<file path="src/rtl/xrv_div_iter.sv">
// Iterative restoring divider for DIV/DIVU/REM/REMU, BPC quotient bits per cycle.
// Divide-by-zero and signed overflow bypass the iteration and complete in one cycle.
module xrv_div_iter #(
  parameter int unsigned XLEN  = 32,
  parameter int unsigned BPC   = 1,
  parameter int unsigned TAG_W = 5
) (
  input  logic             clk,
  input  logic             rst,
  input  logic             in_valid,
  output logic             in_ready,
  input  logic [XLEN-1:0]  dividend,
  input  logic [XLEN-1:0]  divisor,
  input  logic [1:0]       optype,
  input  logic [TAG_W-1:0] in_tag,
  input  logic             flush,
  output logic             out_valid,
  input  logic             out_ready,
  output logic [XLEN-1:0]  result,
  output logic [TAG_W-1:0] out_tag,
  output logic             busy
);

  localparam int unsigned N  = XLEN / BPC;
  localparam int unsigned CW = $clog2(N + 1);

  typedef enum logic [1:0] {IDLE, CALC, DONE} state_e;

  state_e           state_q, state_d;
  logic [XLEN:0]    rem_q, rem_d;
  logic [XLEN-1:0]  quot_q, quot_d;
  logic [XLEN-1:0]  dvsr_q, dvsr_d;
  logic [XLEN-1:0]  result_q, result_d;
  logic [CW-1:0]    cnt_q, cnt_d;
  logic             q_neg_q, q_neg_d;
  logic             r_neg_q, r_neg_d;
  logic             sel_rem_q, sel_rem_d;
  logic [TAG_W-1:0] tag_q, tag_d;
  logic [TAG_W-1:0] out_tag_q, out_tag_d;

  logic             a_sgn, b_sgn, div_zero, ovf;
  logic [XLEN-1:0]  a_abs, b_abs;
  logic [XLEN:0]    rem_t;
  logic [XLEN-1:0]  quot_t, q_res, r_res;

  assign a_sgn    = ~optype[0] & dividend[XLEN-1];
  assign b_sgn    = ~optype[0] & divisor[XLEN-1];
  assign a_abs    = a_sgn ? (~dividend + 1'b1) : dividend;
  assign b_abs    = b_sgn ? (~divisor + 1'b1) : divisor;
  assign div_zero = (divisor == '0);
  assign ovf      = ~optype[0] & (dividend == {1'b1, {(XLEN-1){1'b0}}}) & (divisor == '1);

  // Dividend bits are shifted out of the quotient register's top while
  // quotient bits enter at the bottom, so one register serves both.
  always_comb begin
    rem_t  = rem_q;
    quot_t = quot_q;
    for (int unsigned i = 0; i < BPC; i++) begin
      rem_t  = {rem_t[XLEN-1:0], quot_t[XLEN-1]};
      quot_t = {quot_t[XLEN-2:0], 1'b0};
      if (rem_t >= {1'b0, dvsr_q}) begin
        rem_t     = rem_t - {1'b0, dvsr_q};
        quot_t[0] = 1'b1;
      end
    end
    q_res = q_neg_q ? (~quot_t + 1'b1) : quot_t;
    r_res = r_neg_q ? (~rem_t[XLEN-1:0] + 1'b1) : rem_t[XLEN-1:0];
  end

  always_comb begin
    state_d   = state_q;
    rem_d     = rem_q;
    quot_d    = quot_q;
    dvsr_d    = dvsr_q;
    result_d  = result_q;
    cnt_d     = cnt_q;
    q_neg_d   = q_neg_q;
    r_neg_d   = r_neg_q;
    sel_rem_d = sel_rem_q;
    tag_d     = tag_q;
    out_tag_d = out_tag_q;
    unique case (state_q)
      IDLE: begin
        if (in_valid && !flush) begin
          tag_d     = in_tag;
          sel_rem_d = optype[1];
          q_neg_d   = a_sgn ^ b_sgn;
          r_neg_d   = a_sgn;
          quot_d    = a_abs;
          dvsr_d    = b_abs;
          rem_d     = '0;
          cnt_d     = '0;
          if (div_zero) begin
            state_d   = DONE;
            result_d  = optype[1] ? dividend : '1;
            out_tag_d = in_tag;
          end else if (ovf) begin
            state_d   = DONE;
            result_d  = optype[1] ? '0 : dividend;
            out_tag_d = in_tag;
          end else begin
            state_d = CALC;
          end
        end
      end
      CALC: begin
        rem_d  = rem_t;
        quot_d = quot_t;
        cnt_d  = cnt_q + 1'b1;
        if (cnt_q == CW'(N - 1)) begin
          state_d   = DONE;
          result_d  = sel_rem_q ? r_res : q_res;
          out_tag_d = tag_q;
        end
      end
      DONE: begin
        if (out_ready) state_d = IDLE;
      end
      default: state_d = IDLE;
    endcase
    if (flush) begin
      state_d   = IDLE;
      result_d  = result_q;
      out_tag_d = out_tag_q;
    end
  end

  always_ff @(posedge clk or posedge rst) begin
    if (rst) begin
      state_q   <= IDLE;
      rem_q     <= '0;
      quot_q    <= '0;
      dvsr_q    <= '0;
      result_q  <= '0;
      cnt_q     <= '0;
      q_neg_q   <= 1'b0;
      r_neg_q   <= 1'b0;
      sel_rem_q <= 1'b0;
      tag_q     <= '0;
      out_tag_q <= '0;
    end else begin
      state_q   <= state_d;
      rem_q     <= rem_d;
      quot_q    <= quot_d;
      dvsr_q    <= dvsr_d;
      result_q  <= result_d;
      cnt_q     <= cnt_d;
      q_neg_q   <= q_neg_d;
      r_neg_q   <= r_neg_d;
      sel_rem_q <= sel_rem_d;
      tag_q     <= tag_d;
      out_tag_q <= out_tag_d;
    end
  end

  assign in_ready  = (state_q == IDLE) && !flush;
  assign out_valid = (state_q == DONE);
  assign busy      = (state_q != IDLE);
  assign result    = result_q;
  assign out_tag   = out_tag_q;

endmodule

</file>
<file path="config.mk">
export PLATFORM = sky130hd
export DESIGN_NAME = xrv_div_iter
export DESIGN_NICKNAME = d
export VERILOG_FILES = /design/src/rtl/xrv_div_iter.sv
export SDC_FILE = /design/constraint.sdc
export NUM_CORES = 1
export LEC_CHECK = 0
export ABC_AREA = 1
export CORE_UTILIZATION = 37
export DETAILED_ROUTE_END_ITERATION = 12
export PLACE_DENSITY = 0.58
export SLEW_MARGIN = 5
export SYNTH_ARGS = -nofsm -noshare
export SYNTH_HDL_FRONTEND = slang
export SYNTH_SLANG_ARGS = --single-unit
</file>
<file path="constraint.sdc">
create_clock -name clk -period 15.5 [get_ports clk]
set_clock_uncertainty 0.2 [all_clocks]
set_input_delay 3.875 -clock clk [delete_from_list [all_inputs] [get_ports clk]]
set_output_delay 3.875 -clock clk [all_outputs]
set_load 0.05 [all_outputs]
</file>
==> results.md <==
* Critical path endpoint category: primary output
* Hold Path Stages at 2
* Global-route wire length before repair at 75900 µm
* PortBufs at 115
* Kind of critical path: primary input to primary output
* Largest stage delay, worst path at 830 ps
* Reg-to-reg slack, setup at 9900 ps
* Number of synthesized flops with an enable pin at 0
* GP Congestion at 0.950
* Synth-to-layout area growth at 15.2%
* Violated checks: design-rule violations
* CTS tree: built
* Hold Crit Start: result[15]
* Worst Hold Class: flop to flop
* Reg-to-reg endpoint: result[28]
* R2R Path Start: dvsr_q[26]
* Critical Path RT at 11430 ps
* RSZ-0062 raised after global routing: no
* VDD IR-drop max at 0.152 mV
* Vias in the first global route at 13200
* Status: finished with violations
* Nets at 2360
* FFs w/ async S/R, synth at 100%
* Slew Viols, Final at 0
* Die Ht at 192 µm
* Yosys cell types at 51
* CP Max Fanout at 2
* Arrival @ worst endpoint at 5400 ps
* Fin crit share at 61.1%
* Hold_ws at 276 ps
* DR vias/cell at 5.26
* Max-slew headroom at 23.0%
* Pre-antenna DRT Iters at 10
* CP max stage cell: clkdlybuf4s50_1
* Via Count at 14300
* PostCTS Resize Cnt at 0
* CP Launch Type: primary input
* Antenna violations before repair at 0
* R2R depth at 29
* Mapped Nets at 2293
* Antenna diodes at 0
* Tmin final at 9480 ps
* Grt ovf at 0
* Synthesized area per cell at 6.16 µm²
* DIE AREA at 37000 µm²
* Starting density of the core at 37.6%
* Initial DRC count at 1257
* Num CTS Buffers at 17
* Seq/Total Area, Yosys at 27.8%
* Worst hold path endpoint: result[15]
* Drt drc at 4
* Drt wl/cell at 17.8 µm
* CTS hold repair buffers at 0
* Max capacitance violation total at 0
* CP cell instances: clkdlybuf4s50_1 > nor2_1 > inv_1 > nor2_1 > clkdlybuf4s50_1
* Clk Latency, worst-skew pair at 440 ps
* Core Rows at 69
* Fmax at 106 MHz
* Largest net degree at the start of global routing at 92
* Reg clk slew, reported paths at 60 ps
* Setup violators final at 0
* H-tree Lvls at 4
* Total GRT Usage at 26.9%
* Main synth FF type: dfrtp_1
* Hold Fails Final Rpt at 0
* Layout cell share with drive strength beyond 1 at 5.40%
* Leak pwr at 7.65 nW
* Post-route antenna net violation count at 0
* Multi-input gate area at 8130 µm²
* Core area at 35700 µm²
* Post-CTS setup buffers at 0
* Ys Warns at 0
* #FFs+latches synth at 149
* CTS root buffer: clkbuf_16
* Cells after synthesis at 2178
* Reg area at 3730 µm²
* Die width at 192 µm
* Worst-Margin Slew at 1160 ps
* Power per cell area at 252 nW/µm²
* Dpl hpwl at 37000 µm
* Clk buf depth at 2
* Boundary Pins at 116
* Filler cells at 3804
* Setup total negative slack at 0 ps
* Total clock sinks at 149
* Synthesized area at 13400 µm²
* DRT Wirelength at 48400 µm
[metrics by stage]
step	setup WS [ps]	util (%)	cells	total power, mW	cell area, µm²
finish	6020	43.3	2719	3.90	15400
detailed placement	6030	41.7	2687	3.45	14900
global placement	5970	41.7	2687	3.43	14900
floorplan	6750	-	2178	2.68	13400
global route	5930	43.3	2719	4.27	15400
CTS	6010	43.3	2719	3.88	15400
[power by group]
part           internal (mW)  switching (mW)  leakage [nW]
clock                  0.227           0.189         0.270
combinational          0.810            1.95          5.49
sequential             0.562           0.154          1.89
total                   1.60            2.30          7.65
[cells by family after synthesis]
group,count (synthesis),synth area share (%)
XOR/XNOR,62,4.05
buffers and inverters,396,11.7
AND/OR/NAND/NOR,1172,37.5
adder cells (fa/ha/maj),42,3.92
flip-flops,149,27.8
AO/OA/AOI/OAI,357,15.0
[cell usage in the layout, fill, tap and decap left out, types with 38 or more instances in the layout]
| cell type | synthesis | final |
|---|---|---|
| nand2_1 | 689 | 687 |
| inv_1 | 309 | 307 |
| nor2_1 | 181 | 178 |
| o21ai_0 | 170 | 170 |
| nand3_1 | 163 | 163 |
| dfrtp_1 | 149 | 149 |
| clkdlybuf4s50_1 | 0 | 115 |
| a21oi_1 | 90 | 90 |
| xor2_1 | 54 | 54 |
| ha_1 | 38 | 38 |
[state kept, by name (all words and copies together) (netlist names)]
name	flops
dvsr_q	32
quot_q	32
rem_q	32
result	32
cnt_q	6
out_tag	5
tag_q	5
state_q	2
q_neg_q	1
r_neg_q	1
sel_rem_q	1
[synth_stat cells (8+ instances only)]
cell	n	area share [%]
clkbuf_1	61	1.7
a31oi_1	15	0.70
nand2_2	24	1.1
ha_1	38	3.5
nor2_1	181	5.1
o221ai_1	31	2.0
nor2_2	16	0.75
xor2_1	54	3.5
nand3_1	163	6.1
nand3b_1	8	0.45
o21ai_1	12	0.45
xnor2_1	8	0.52
o211ai_1	8	0.45
a21oi_1	90	3.4
nand4_1	33	1.5
inv_1	309	8.7
buf_6	8	0.67
nand2_1	689	19
dfrtp_1	149	28
o21ai_0	170	6.3
o22ai_1	11	0.51
nor3_1	22	0.82
[critical path: cells and delay by family]
| kind | cells | cell delay, ps |
|---|---|---|
| buf+inv | 3 | 1290 |
| simple gates | 2 | 230 |
[per-layer routing]
| layer | global-route usage [%] | part of all wire, % | vias to the layer above |
|---|---|---|---|
| met1 | 39.2 | 48 | 6685 |
| met2 | 40.3 | 43 | 445 |
| met5 | 0 | 0 | - |
| met4 | 7.54 | 2.1 | 0 |
| li1 | - | - | 7134 |
| met3 | 4.67 | 6.2 | 50 |
[final cells by class]
cell class / count / share of cell area, %
Sequential cell: 149 / 24.1
Clock buffer: 19 / 2.87
Timing Repair Buffer: 127 / 8.04
Tap cell: 461 / 3.74
Clock inverter: 13 / 0.802
Multi-Input combinational cell: 1633 / 52.7
Inverter: 317 / 7.74
[how the worst max path moves through the flow]
stage | startpoint | to | slack (ps)
final | flush | in_ready | 6020
after CTS | flush | in_ready | 6010
after global placement | flush | in_ready | 5970
after detailed placement | flush | in_ready | 6030
after floorplan | flush | in_ready | 6750
after global routing | flush | in_ready | 5930
(Power assumes the default switching activity.)
